[src/rtl/tinytone_pkg.sv]
// -----------------------------------------------------------------------------
// tinytone_pkg
// Shared constants for the TinyTone sound path.
//   - Default envelope level / step-period widths.
//   - Envelope FSM state encodings (3-bit).
// No ports; import with "import tinytone_pkg::*;".
// -----------------------------------------------------------------------------
package tinytone_pkg;

   // Default widths for the envelope stage.
   localparam int unsigned LvlBwDef  = 4;
   localparam int unsigned StepBwDef = 16;

   // Envelope FSM state encodings.
   localparam logic [2:0] StIdle    = 3'd0;
   localparam logic [2:0] StAttack  = 3'd1;
   localparam logic [2:0] StDecay   = 3'd2;
   localparam logic [2:0] StSustain = 3'd3;
   localparam logic [2:0] StRelease = 3'd4;

endpackage

[src/rtl/env_step_timer.sv]
// -----------------------------------------------------------------------------
// env_step_timer
// Step-period timer for the envelope FSM. Counts clocks while enabled and
// raises a one-cycle expiry pulse when cnt+1 >= step_i, then restarts from 0.
// Step values 0 and 1 both expire every enabled clock. The period is sampled
// live, so lowering it mid-step expires on the next enabled cycle. The counter
// saturates at all-ones instead of wrapping.
//
// Ports:
//   clk_i     system clock
//   rst_i     synchronous active-high reset
//   clr_i     synchronous clear (has priority over counting)
//   en_i      count enable
//   step_i    step period in clocks
//   expire_o  combinational expiry pulse for the current cycle
// -----------------------------------------------------------------------------
module env_step_timer
   import tinytone_pkg::*;
#(
   parameter int unsigned STEP_BW = StepBwDef
) (
   input  logic               clk_i,
   input  logic               rst_i,
   input  logic               clr_i,
   input  logic               en_i,
   input  logic [STEP_BW-1:0] step_i,
   output logic               expire_o
);

   logic [STEP_BW-1:0] cnt_q, cnt_d;
   logic [STEP_BW:0]   cnt_inc;

   // One extra bit so the compare is correct when cnt_q is saturated.
   assign cnt_inc  = {1'b0, cnt_q} + {{STEP_BW{1'b0}}, 1'b1};
   assign expire_o = en_i & (cnt_inc >= {1'b0, step_i});

   always_comb begin
      cnt_d = cnt_q;
      if (clr_i) begin
         cnt_d = '0;
      end else if (en_i) begin
         if (expire_o) begin
            cnt_d = '0;
         end else if (cnt_q != {STEP_BW{1'b1}}) begin
            cnt_d = cnt_inc[STEP_BW-1:0];
         end
      end
   end

   always_ff @(posedge clk_i) begin
      if (rst_i) begin
         cnt_q <= '0;
      end else begin
         cnt_q <= cnt_d;
      end
   end

endmodule

[src/rtl/envelope_shaper.sv]
// -----------------------------------------------------------------------------
// envelope_shaper
// ADSR amplitude-envelope stage for the TinyTone sound path. The raw square
// tone is gated by a high-rate amplitude PWM whose duty follows the envelope
// level, removing note-boundary clicks and giving notes shape.
//
// Build option:
//   TINYTONE_ENV_RETRIG_EN  defined   -> trig_i re-enters ATTACK from DECAY,
//                                        SUSTAIN and RELEASE (level kept).
//                           undefined -> trig_i honoured only in IDLE and
//                                        RELEASE.
//
// Ports:
//   clk_i           system clock
//   rst_i           synchronous active-high reset
//   tone_i          square-wave tone from the PWM modulator
//   gate_i          note held (1) / note off (0)
//   trig_i          one-cycle note-start strobe, qualified by gate_i
//   attack_step_i   clocks per +1 level step in ATTACK
//   decay_step_i    clocks per -1 level step in DECAY
//   release_step_i  clocks per -1 level step in RELEASE
//   sustain_lvl_i   SUSTAIN target level
//   sound_o         registered shaped audio output
//   level_o         current envelope level
//   busy_o          high in every state except IDLE
// -----------------------------------------------------------------------------
module envelope_shaper
   import tinytone_pkg::*;
#(
   parameter int unsigned LVL_BW  = LvlBwDef,
   parameter int unsigned STEP_BW = StepBwDef
) (
   input  logic               clk_i,
   input  logic               rst_i,
   input  logic               tone_i,
   input  logic               gate_i,
   input  logic               trig_i,
   input  logic [STEP_BW-1:0] attack_step_i,
   input  logic [STEP_BW-1:0] decay_step_i,
   input  logic [STEP_BW-1:0] release_step_i,
   input  logic [LVL_BW-1:0]  sustain_lvl_i,
   output logic               sound_o,
   output logic [LVL_BW-1:0]  level_o,
   output logic               busy_o
);

   localparam logic [LVL_BW-1:0] LvlMax = {LVL_BW{1'b1}};
   localparam logic [LVL_BW-1:0] LvlOne = {{(LVL_BW-1){1'b0}}, 1'b1};

   logic [2:0]         state_q, state_d;
   logic [LVL_BW-1:0]  level_q, level_d;
   logic [LVL_BW-1:0]  frame_q;
   logic               sound_q;

   logic               trig_ok;
   logic               retrig_ok;
   logic               step_en;
   logic               step_clr;
   logic               step_exp;
   logic [STEP_BW-1:0] step_sel;

   // A trigger only counts while the note is held; a falling gate wins.
   assign trig_ok = trig_i & gate_i;

`ifdef TINYTONE_ENV_RETRIG_EN
   assign retrig_ok = trig_ok;
`else
   assign retrig_ok = 1'b0;
`endif

   // Step timer control: runs in the ramping states, restarts on any change.
   always_comb begin
      step_en  = 1'b0;
      step_sel = attack_step_i;
      case (state_q)
         StAttack: begin
            step_en  = 1'b1;
            step_sel = attack_step_i;
         end
         StDecay: begin
            step_en  = 1'b1;
            step_sel = decay_step_i;
         end
         StRelease: begin
            step_en  = 1'b1;
            step_sel = release_step_i;
         end
         default: begin
            step_en  = 1'b0;
            step_sel = attack_step_i;
         end
      endcase
   end

   assign step_clr = (state_d != state_q);

   env_step_timer #(
      .STEP_BW (STEP_BW)
   ) u_step_timer (
      .clk_i    (clk_i),
      .rst_i    (rst_i),
      .clr_i    (step_clr),
      .en_i     (step_en),
      .step_i   (step_sel),
      .expire_o (step_exp)
   );

   // Envelope FSM. Any state transition keeps the level unchanged on that edge,
   // so a retrigger continues from the current level without a click.
   always_comb begin
      state_d = state_q;
      level_d = level_q;
      case (state_q)
         StIdle: begin
            if (trig_ok) begin
               state_d = StAttack;
            end
         end
         StAttack: begin
            if (!gate_i) begin
               state_d = StRelease;
            end else if (level_q == LvlMax) begin
               state_d = StDecay;
            end else if (step_exp) begin
               level_d = level_q + LvlOne;
            end
         end
         StDecay: begin
            if (!gate_i) begin
               state_d = StRelease;
            end else if (retrig_ok) begin
               state_d = StAttack;
            end else if (level_q <= sustain_lvl_i) begin
               state_d = StSustain;
            end else if (step_exp) begin
               level_d = level_q - LvlOne;
            end
         end
         StSustain: begin
            // Level frozen here; sustain_lvl_i is not re-examined.
            if (!gate_i) begin
               state_d = StRelease;
            end else if (retrig_ok) begin
               state_d = StAttack;
            end
         end
         StRelease: begin
            if (trig_ok) begin
               state_d = StAttack;
            end else if (level_q == '0) begin
               state_d = StIdle;
            end else if (step_exp) begin
               level_d = level_q - LvlOne;
            end
         end
         default: begin
            state_d = StIdle;
         end
      endcase
   end

   always_ff @(posedge clk_i) begin
      if (rst_i) begin
         state_q <= StIdle;
         level_q <= '0;
         frame_q <= '0;
         sound_q <= 1'b0;
      end else begin
         state_q <= state_d;
         level_q <= level_d;
         frame_q <= frame_q + LvlOne;
         // Duty = level / 2^LVL_BW; level 0 keeps the pin silent.
         sound_q <= tone_i & (frame_q < level_q);
      end
   end

   assign sound_o = sound_q;
   assign level_o = level_q;
   assign busy_o  = (state_q != StIdle);

endmodule

[config.mk]
export PLATFORM = sky130hd
export DESIGN_NAME = envelope_shaper
export DESIGN_NICKNAME = d
export VERILOG_FILES = /design/src/rtl/tinytone_pkg.sv /design/src/rtl/env_step_timer.sv /design/src/rtl/envelope_shaper.sv
export SDC_FILE = /design/constraint.sdc
export NUM_CORES = 1
export LEC_CHECK = 0
export BUFFER_PORTS_ARGS = -buffer_cell sky130_fd_sc_hd__buf_2
export CORE_UTILIZATION = 54
export DETAILED_ROUTE_END_ITERATION = 8
export GPL_ROUTABILITY_DRIVEN = 0
export PLACE_DENSITY_LB_ADDON = 0.05
export SETUP_SLACK_MARGIN = 0.1
export SLEW_MARGIN = 15
export SYNTH_ARGS = -nofsm -noshare
export SYNTH_HDL_FRONTEND = slang
export SYNTH_SLANG_ARGS = --single-unit
[constraint.sdc]
create_clock -name clk_i -period 4.3 [get_ports clk_i]
set_clock_uncertainty 0.1 [all_clocks]
set_input_delay 0.43 -clock clk_i [delete_from_list [all_inputs] [get_ports clk_i]]
set_output_delay 0.43 -clock clk_i [all_outputs]
set_load 0.005 [all_outputs]
==> results.md, run 1 <==
* Critical path class: reg -> reg
* Vias/cell at 5.778
* Synth cell types at 52
* Final Hold Fails at 0
* Slowest Stage Delay on Critical Path at ~0.43 ns
* Fin cells at 414
* Initial antenna violation count at 0
* Ports at 63
* Final setup viols at 0
* Initial Util at 57.09%
* Setup TNS at 0 ns
* Synthesized flop and latch total at 28
* Vias at 2392
* Routed Antenna Nets at 0
* Worst path slowest cell: a211oi_4
* Worst-Margin Slew at around 0.73 ns
* # diodes at 0
* Status: finished clean
* DP Wirelength at ~4.4 mm
* Pwr dens at 198.7 nW/um2
* FMAX at 284.2 MHz
* CTS resizes at 0
* Vias in the first global route at about 2100
* Post-Syn Nets at 395
* CTS H-tree depth at 1
* Hold Buf Count CTS at 0
* Critical Path RT at 4.41 ns
* Max_cap viols at 0
* Setup Fix Bufs, Post-CTS at 0
* DR pass1 iterations at 4
* Largest cells by area after synthesis: dfxtp_1 (22%), ha_1 (13%), a21oi_1 (6.2%), xnor2_1 (5.6%), a22o_1 (5.2%)
* Layout cells sized above 1 at 23.20%
* Cell family with most CP delay: compound AO/OA/AOI/OAI gates
* Startpoint types: register
* Nets at 448
* Final Cycle Share at 81.83%
* Worst vdd ir at approximately 0.00015 V
* Synth cell count leaders: a21oi_1 (31), dfxtp_1 (28), nor2_1 (28)
* Longest Clk Path Bufs at 2
* Worst path arrival time at 3.63 ns
* Top-area cell type share of the netlist area at 22.24%
* Crit path cell chain: or2_1 > nor2_4 > nor2_4 > a21oi_1 > ha_1 > a21oi_1 > o21a_1 > o211ai_1 > a211oi_4 > buf_4 > nand4b_1 > a31oi_1
* Top-count cell post-synth: a21oi_1
* Ys async rst share at 0%
* Cell Area, Synth at 2520 um2
* Port Buffer Count at 62
* DIE WIDTH at 70.31 um
* WL per Instance at around 14 um
* Placed cells at 410
* Core Region at 4414 um2
* # DRC at 0
* Count of yosys warnings during synthesis at 0
* Root Driver: clkbuf_8
* Clock slew at reported path FFs at 0.10 ns
* Rows at 24
* Sequential area share after synthesis at 22.24%
* Min-Delay Path Class: in -> reg
* Full die area at 4944 um2
* Worst Setup End Kind: register
* Syn avg cell area at roughly 8.1 um2
* RSZ-0062 raised after global routing: false
* Grt ovf at 0
* Largest net degree at the start of global routing at 25
* Ys flop type: dfxtp_1
* CTS Sinks at 28
* Slew HR at 51.11%
* Slew Limit Fails at 0
* Critical path buffers and inverters at 1
* Number of synthesized flops with an enable pin at 0
* Crit path max fanout at 18
* Die Y at 70.31 um
* P_leak at 0.001286 uW
* Area growth, synth to finish at 14.55%
* Num CTS Buffers at 3
* First-pass GRT wire length at ~10 mm
* Worst-Skew Late Latency at approximately 0.28 ns
* Yosys top cell by area: dfxtp_1
* Min Tclk post-route at 3.519 ns
* Final WL at between 5 and 6 mm
* Total track usage at 24.49%
* Post-Synthesis Cells at 310
* CTS tree: yes
* DRT iter0 DRCs at 104
-- path summary, 6_finish.rpt --
kind	startpoint	end	slack, ns	depth (start not counted)
worst max-delay path	state_q[0]	u_step_timer.cnt_q[2]	0.78	12
worst min-delay path	tone_i	sound_o	0.28	2
worst max register to register	state_q[0]	u_step_timer.cnt_q[2]	0.78	12
worst min register to register	frame_q[0]	frame_q[0]	0.37	1
-- sequential cells by signal, indices dropped and copies added, names as in the netlist --
name / cells
frame_q: 4
level_o: 4
sound_o: 1
state_q: 3
u_step_timer.cnt_q: 16
-- cells by family (layout without fill, tap and decap cells) --
| family | count (synthesis) | in the layout | share of synthesized area, % |
|---|---|---|---|
| and+or+nand+nor | 119 | 119 | 26.22 |
| AOI/OAI and AO/OA | 82 | 82 | 23.14 |
| buffers and inverters | 30 | 82 | 5.859 |
| adders and majority gates | 28 | 28 | 14.20 |
| DFF | 28 | 28 | 22.24 |
| xor gates and xnor gates | 19 | 19 | 6.604 |
| muxes | 4 | 4 | 1.738 |
-- report_power, final --
part	internal (uW)	total, uW	switching (uW)
Combinational	43.5	94.2	50.7
Clock	125	211	86.0
Sequential	264	268	4.82
-- final cells by class --
| class | count | area (um2) |
|---|---|---|
| Timing Repair Buffer | 64 | 325.3 |
| Tap cell | 52 | 65.06 |
| Clock buffer | 3 | 41.29 |
| Multi-Input combinational cell | 252 | 1812 |
| Fill cell | 397 | 1528 |
| Sequential cell | 28 | 560.5 |
| Inverter | 14 | 52.55 |
| Clock inverter | 1 | 30.03 |
-- cell usage in the layout (no fill, tap or decap), types with 3 or more instances in the layout --
master    Yosys  final
nand3_1      15     15
buf_2         4     62
ha_1         27     27
a21oi_1      31     31
nor3_1        4      4
a31oi_1       8      8
nor2b_1       6      6
dfxtp_1      28     28
o21ai_0       5      5
xnor2_1      16     16
clkbuf_8      0      3
nand4_1      14     14
inv_1        14     14
xor2_1        3      3
nand2_1      26     26
and4_1        3      3
nor2_1       28     28
a32oi_1       5      5
a22o_1       15     15
nor2_4        3      3
a21o_1        3      3
nand2b_1      6      6
-- metrics by stage --
step           cell area [um2]  total power [uW]  hold WS (ns)  util [%]  setup WS [ns]
5_1_grt                   2887             600.5        0.2796     65.39         0.4696
2_1_floorplan             2520             330.4        0.3266         -          1.071
6_report                  2887             573.5        0.2796     65.39         0.7815
3_3_place_gp              2815             365.7        0.3431     63.78         0.8674
4_1_cts                   2887             579.0        0.2752     65.39         0.8055
3_5_place_dp              2815             368.3        0.3494     63.78         0.8526
-- layer usage --
metal / routed length (um) / up-vias / GRT usage, %
met5: 0 / - / 0
met4: 42 / 0 / 4.667
met3: 343 / 4 / 3.463
met2: 2421 / 75 / 33.65
met1: 3080 / 1067 / 39.56
li1: - / 1246 / -
(Power assumes the default switching activity.)
==> run 2, diff against run 1 <==
--- a/config.mk
+++ b/config.mk
@@ -5,8 +5,9 @@
 export SDC_FILE = /design/constraint.sdc
 export NUM_CORES = 1
 export LEC_CHECK = 0
+export ABC_AREA = 1
 export BUFFER_PORTS_ARGS = -buffer_cell sky130_fd_sc_hd__buf_2
-export CORE_UTILIZATION = 54
+export CORE_UTILIZATION = 55
 export DETAILED_ROUTE_END_ITERATION = 8
 export GPL_ROUTABILITY_DRIVEN = 0
 export PLACE_DENSITY_LB_ADDON = 0.05
==> constraint.sdc (replaced) <==
create_clock -name clk_i -period 3.4 [get_ports clk_i]
set_clock_uncertainty 0.1 [all_clocks]
set_input_delay 0.34 -clock clk_i [delete_from_list [all_inputs] [get_ports clk_i]]
set_output_delay 0.34 -clock clk_i [all_outputs]
set_load 0.005 [all_outputs]
==> run 2 against run 1 <==
  * Global-route usage grew 0.64 points
  * Critical endpoint is now level_o[0]
  * Hold slack worse by 0.092 ns
  * Utilization increased by 0.92 points
  * Combinational power increased by 54%
  * Synthesized cell count increased by 30%
  * Clock power grew 28%
==> results.md, run 2 <==
* Final Cycle Share at 86.57% (+4.7 points)
* CTS H-tree depth at 1 (unchanged)
* Setup Fix Bufs, Post-CTS at 0 (unchanged)
* Port Buffer Count at 62 (unchanged)
* Vias at 2668 (+12%)
* Vias/cell at 5.053 (-13%)
* Crit path max fanout at 13 (-5)
* Slew HR at 71.37% (+20 points)
* P_leak at 0.001615 uW (+26%)
* # DRC at 0 (unchanged)
* Clock slew at reported path FFs at 0.10 ns (about the same)
* Most frequent cells in the layout: nand2_1 (99), buf_2 (62), inv_1 (60), a21oi_1 (32), nor2_1 (29)
* Area growth, synth to finish at 15.54%
* Vias in the first global route at 2454 (+19%)
* Number of synthesized flops with an enable pin at 0 (unchanged)
* Synth cell types at 40 (-23%)
* Worst vdd ir at 0.0002212 V (+46%)
* Largest Register: u_step_timer.cnt_q
* Slew Limit Fails at 0 (unchanged)
* DIE WIDTH at 72.44 um (+3.0%)
* Setup TNS at 0 ns (unchanged)
* Total track usage at 25.12% (+0.64 points)
* First-pass GRT wire length at 10.49 mm (+5.2%)
* Min-Delay Path Class: in -> reg
* Status: finished clean
* WL per Instance at 11.90 um (-16%)
* Worst-Skew Late Latency at 0.28 ns (about the same)
* Routed Antenna Nets at 0 (unchanged)
* Sequential area share after synthesis at 20.54% (-1.7 points)
* Pwr dens at 240.4 nW/um2 (+21%)
* Hold Buf Count CTS at 0 (unchanged)
* CTS tree: yes
* Rows at 25 (+4.2%)
* Final WL at 6.284 mm (+6.7%)
* Longest Clk Path Bufs at 2 (unchanged)
* Ys flop type: dfxtp_1
* Max_cap viols at 0 (unchanged)
* Initial antenna violation count at 0 (unchanged)
* Top-count cell post-synth: nand2_1
* Core Region at 4755 um2 (+7.7%)
* Count of yosys warnings during synthesis at 0 (unchanged)
* FMAX at 339.8 MHz (+20%)
* Initial Util at 57.39% (+0.31 points)
* Total power at 758.1 uW (+32%)
* Cell Area, Synth at 2729 um2 (+8.3%)
* Max reg flops at 16 (unchanged)
* Top-area cell type share of the netlist area at 20.54% (-1.7 points)
* Largest cells by area after synthesis: dfxtp_1 (21%), nand2_1 (14%), ha_1 (12%), inv_1 (8.3%), a21oi_1 (5.9%)
* RSZ-0062 raised after global routing: false
* Critical Path RT at 3.47 ns (-0.94 ns)
* Layout cells sized above 1 at 23.21% (about the same)
* Yosys top cell by area: dfxtp_1
* Post-Synthesis Cells at 402 (+30%)
* Root Driver: clkbuf_8
* CTS Sinks at 28 (unchanged)
* Synthesized flop and latch total at 28 (unchanged)
* Worst Setup End Kind: register
* DR pass1 iterations at 5 (+1)
* Post-Syn Nets at 487 (+23%)
* DP Wirelength at 5.195 mm (+18%)
* Synth cell count leaders: nand2_1 (99), inv_1 (60), a21oi_1 (32)
* Ports at 63 (unchanged)
* Syn avg cell area at 6.788 um2 (-16%)
* # diodes at 0 (unchanged)
* Die Y at 72.44 um (+3.0%)
* Largest net degree at the start of global routing at 19 (-24%)
* Leading cell type in the layout, fill and taps excluded: nand2_1
* Grt ovf at 0 (unchanged)
* Num CTS Buffers at 3 (unchanged)
* Worst path arrival time at 3.02 ns (-0.61 ns)
* Nets at 547 (+22%)
* Ys async rst share at 0% (unchanged)
* Final setup viols at 0 (unchanged)
* Fillcell total at 458 (+15%)
* DRT iter0 DRCs at 89 (-14%)
* Critical path class: reg -> reg
* Final Hold Fails at 0 (unchanged)
* Full die area at 5248 um2 (+6.2%)
* CTS resizes at 0 (unchanged)
* Min Tclk post-route at 2.943 ns (-0.5752 ns)
* Worst-Margin Slew at 0.4285 ns (-0.3048 ns)
* Startpoint types: register
run 2: final timing paths:
kind	endpoint	cells after the start	slack, ns	startpoint
setup reg to reg	level_o[0]	17	0.46	u_step_timer.cnt_q[0]
setup / recovery	level_o[0]	17	0.46	u_step_timer.cnt_q[0]
hold reg to reg	frame_q[0]	1	0.38	frame_q[0]
hold / removal	sound_o	3	0.19	tone_i
run 2: area by class of cell:
class,count,area [um2],share of cell area (%)
clock buffers,3,41.29,1.310
clock inverters,1,30.03,0.9524
inverters,67,254.0,8.056
multi-input cells,300,1873,59.40
flip-flops and latches,28,560.5,17.78
well taps,67,83.83,2.659
repair buffers,62,310.3,9.841
run 2: through the flow:
step | area, um2 | std cells | setup slack (ns) | hold slack (ns) | utilization [%]
floorplan | 2729 | 402 | 0.6621 | 0.3187 | -
global placement | 3072 | 524 | 0.4365 | 0.3466 | 64.61
detailed placement | 3072 | 524 | 0.3538 | 0.3559 | 64.61
CTS | 3143 | 528 | 0.3237 | 0.1783 | 66.11
global route | 3153 | 528 | 0.1299 | 0.1995 | 66.32
finish | 3153 | 528 | 0.4567 | 0.1873 | 66.32
run 2: per-layer routing:
layer  share of wire (%)  vias to the layer above  wire length [um]  global-route usage (%)
li1                    -                     1414                 -                       -
met1                  43                     1207              2725                   29.46
met2                  53                       41              3360                   48.29
met3                 2.1                        6               131                   2.917
met4                 1.1                        0                66                   5.664
met5                   0                        -                 0                       0
run 2: critical path, cell delays in order (launching register included):
cell	delay (ns)
dfxtp_1	0.42
ha_1	0.23
nand3_2	0.11
inv_1	0.07
nand2_1	0.11
nor2_2	0.19
xor2_2	0.23
inv_1	0.08
ha_1	0.30
nand2_1	0.05
inv_1	0.07
nand3_1	0.09
a21oi_1	0.16
nand2_2	0.17
nand2_4	0.22
nand2_1	0.11
nand2_1	0.07
a21oi_1	0.05
run 2: power by group:
part / total, uW / switching [uW] / internal [uW]
logic: 145 / 80.6 / 64.2
registers: 344 / 8.55 / 335
clock network: 270 / 112 / 158
run 2: cell families after synthesis:
family                     share of synthesized area [%]
AOI/OAI and AO/OA                                  15.63
xor gates and xnor gates                           4.493
adders and majority gates                          13.11
buffers and inverters                              11.19
DFF                                                20.54
and+or+nand+nor                                    35.03
==> run 3, diff against run 2 <==
--- a/config.mk
+++ b/config.mk
@@ -7,7 +7,8 @@
 export LEC_CHECK = 0
 export ABC_AREA = 1
 export BUFFER_PORTS_ARGS = -buffer_cell sky130_fd_sc_hd__buf_2
-export CORE_UTILIZATION = 55
+export CAP_MARGIN = 20
+export CORE_UTILIZATION = 57
 export DETAILED_ROUTE_END_ITERATION = 8
 export GPL_ROUTABILITY_DRIVEN = 0
 export PLACE_DENSITY_LB_ADDON = 0.05
==> constraint.sdc (replaced) <==
create_clock -name clk_i -period 3.8 [get_ports clk_i]
set_clock_uncertainty 0.1 [all_clocks]
set_input_delay 0.38 -clock clk_i [delete_from_list [all_inputs] [get_ports clk_i]]
set_output_delay 0.38 -clock clk_i [all_outputs]
set_load 0.005 [all_outputs]
==> run 3 against run 2 <==
  * The flow now finishes with violations (design-rule violations)
  * Power decreased by 10%
  * Critical path depth is the same
  * Cell area shrank 0.91%
  * Count of clock-buffer cells in the layout did not move
  * Via count is 2.2% higher
  * Final cell count fell by 2.8%
  * Wire length rose by 4.7%
  * Die area shrank 3.4%
  * Clock power down 10%
  * Hold slack gained 0.041 ns
  * Largest power group unchanged
==> results.md, run 3 (synthesized netlist as in run 2, its figures left out) <==
* Ports at 63 (unchanged)
* FMAX at 322.7 MHz (-5.0%)
* Failing checks: design-rule violations
* GRT met3 Usage at 3.134% (+0.22 points)
* Core Region at 4474 um2 (-5.9%)
* GR peak layer: met2
* Longest Clk Path Bufs at 2 (unchanged)
* Worst path arrival time at 3.17 ns (+0.15 ns)
* Met1 usage at 28.66% (-0.80 points)
* Critical Path Start: u_step_timer.cnt_q[0]
* Final Cycle Share at 81.55% (-5.0 points)
* Max_cap viols at 0 (unchanged)
* Worst-Skew Late Latency at 0.28 ns (about the same)
* Worst vdd ir at 0.0001964 V (-11%)
* Critical Path RT at 3.87 ns (+0.40 ns)
* Crit path cell chain: ha_1 > nand3_2 > inv_1 > nand2_1 > nor2_1 > xor2_1 > inv_1 > ha_1 > nand2_1 > inv_1 > nand3_1 > a21oi_1 > nand2_2 > nand2_4 > nand2_1 > nand2_1 > a21oi_1
* # DRC at 1 (+1)
* CTS H-tree depth at 1 (unchanged)
* CP most frequent cell: nand2_1
* Vias/cell at 5.316 (+5.2%)
* Max reg flops at 16 (unchanged)
* Area growth, synth to finish at 14.49%
* Final setup viols at 0 (unchanged)
* RSZ-0062 raised after global routing: false
* Status: complete, but fails checks
* Vias in the first global route at 2673 (+8.9%)
* Startpoint types: register
* CTS Sinks at 28 (unchanged)
* Post-layout util at 69.83% (+3.5 points)
* Total power at 681.2 uW (-10%)
* Hold Buf Count CTS at 0 (unchanged)
* Port Buffer Count at 62 (unchanged)
* Crit path max fanout at 13 (unchanged)
* Clock slew at reported path FFs at 0.10 ns (about the same)
* Final Hold Fails at 0 (unchanged)
* Root Driver: clkbuf_8
* Nets at 547 (unchanged)
* Num CTS Buffers at 3 (unchanged)
* Worst Setup End Kind: register
* Global Route met2 Usage at 53.12% (+4.8 points)
* Leading cell type in the layout, fill and taps excluded: nand2_1
* Min Tclk post-route at 3.099 ns (+0.1558 ns)
* Placed cells at 509 (-2.9%)
* Pwr dens at 218.0 nW/um2 (-9.3%)
* Routed Antenna Nets at 0 (unchanged)
* Worst reg2reg path startpoint: u_step_timer.cnt_q[0]
* Worst path slowest cell: dfxtp_1
* Largest Register: u_step_timer.cnt_q
* # diodes at 0 (unchanged)
* Hold_sp: tone_i
* Layout cells sized above 1 at 22.78% (-0.43 points)
* DR pass1 iterations at 7 (+2)
* CTS tree: yes
* Worst-Margin Slew at 0.4373 ns (+0.008845 ns)
* DRT iter0 DRCs at 105 (+18%)
* Setup TNS at 0 ns (unchanged)
* Fin cells at 513 (-2.8%)
* Worst hold slack at 0.2285 ns (+0.04123 ns)
* Critical path class: reg -> reg
* First-pass GRT wire length at 10.90 mm (+3.9%)
* DIE WIDTH at 71.19 um (-1.7%)
* Min-Delay Path Class: in -> reg
* Fillcell total at 419 (-8.5%)
* Slew HR at 70.78% (-0.59 points)
* Vias at 2727 (+2.2%)
* P_leak at 0.001613 uW (-0.12%)
* Initial antenna violation count at 0 (unchanged)
* Die Y at 71.19 um (-1.7%)
* Slew Limit Fails at 0 (unchanged)
* DP Wirelength at 5.307 mm (+2.2%)
* Final WL at 6.580 mm (+4.7%)
* Grt ovf at 0 (unchanged)
* Full die area at 5068 um2 (-3.4%)
* Most frequent cells in the layout: nand2_1 (99), buf_2 (62), inv_1 (60), a21oi_1 (32), nor2_1 (30)
* WL per Instance at 12.83 um (+7.8%)
* Largest net degree at the start of global routing at 19 (unchanged)
* Rows at 24 (-4.0%)
* Total track usage at 26.53% (+1.4 points)
* CTS resizes at 0 (unchanged)
* Setup Fix Bufs, Post-CTS at 0 (unchanged)
* Initial Util at 60.99% (+3.6 points)
* Slowest Stage Delay on Critical Path at 0.42 ns (about the same)
## run 3: power breakdown
group	switching, uW	internal, uW	total (uW)	leakage, uW
sequential	7.60	300	307	0.000227
clock	101	141	243	0.0000357
combinational	73.7	57.3	131	0.00135
## run 3: path summary, 6_finish.rpt
kind | slack [ns] | cells past startpoint | end
setup / recovery | 0.70 | 17 | level_o[0]
hold reg to reg | 0.37 | 1 | frame_q[0]
setup reg to reg | 0.70 | 17 | level_o[0]
hold / removal | 0.23 | 3 | sound_o
## run 3: cell type report
cell class / instances / area, um2 / share of cell area [%]
sequential: 28 / 560.5 / 17.94
tap: 52 / 65.06 / 2.082
clock inverter: 1 / 30.03 / 0.9612
clock buffer: 3 / 41.29 / 1.322
inverter: 67 / 254.0 / 8.130
multi-input combinational: 300 / 1863 / 59.63
timing repair buffer: 62 / 310.3 / 9.932
## run 3: routing by layer
metal	vias up	share of wire [%]
met5	-	0
met2	45	53
li1	1418	-
met3	16	2.4
met4	0	2.4
met1	1248	42
## run 3: metrics by stage
step	setup slack [ns]	area [um2]
global route	0.4183	3124
detailed placement	0.7791	3053
global placement	0.8227	3053
floorplan	1.062	2729
CTS	0.7161	3124
finish	0.7009	3124
## run 3: critical path: cells and delay by family, from the launching register on
family	cells	cell delay (ns)
flip-flops	1	0.42
AND/OR/NAND/NOR	9	1.17
AO/OA/AOI/OAI	2	0.24
buffers and inverters	3	0.21
XOR/XNOR	1	0.30
adder cells (fa/ha/maj)	2	0.53
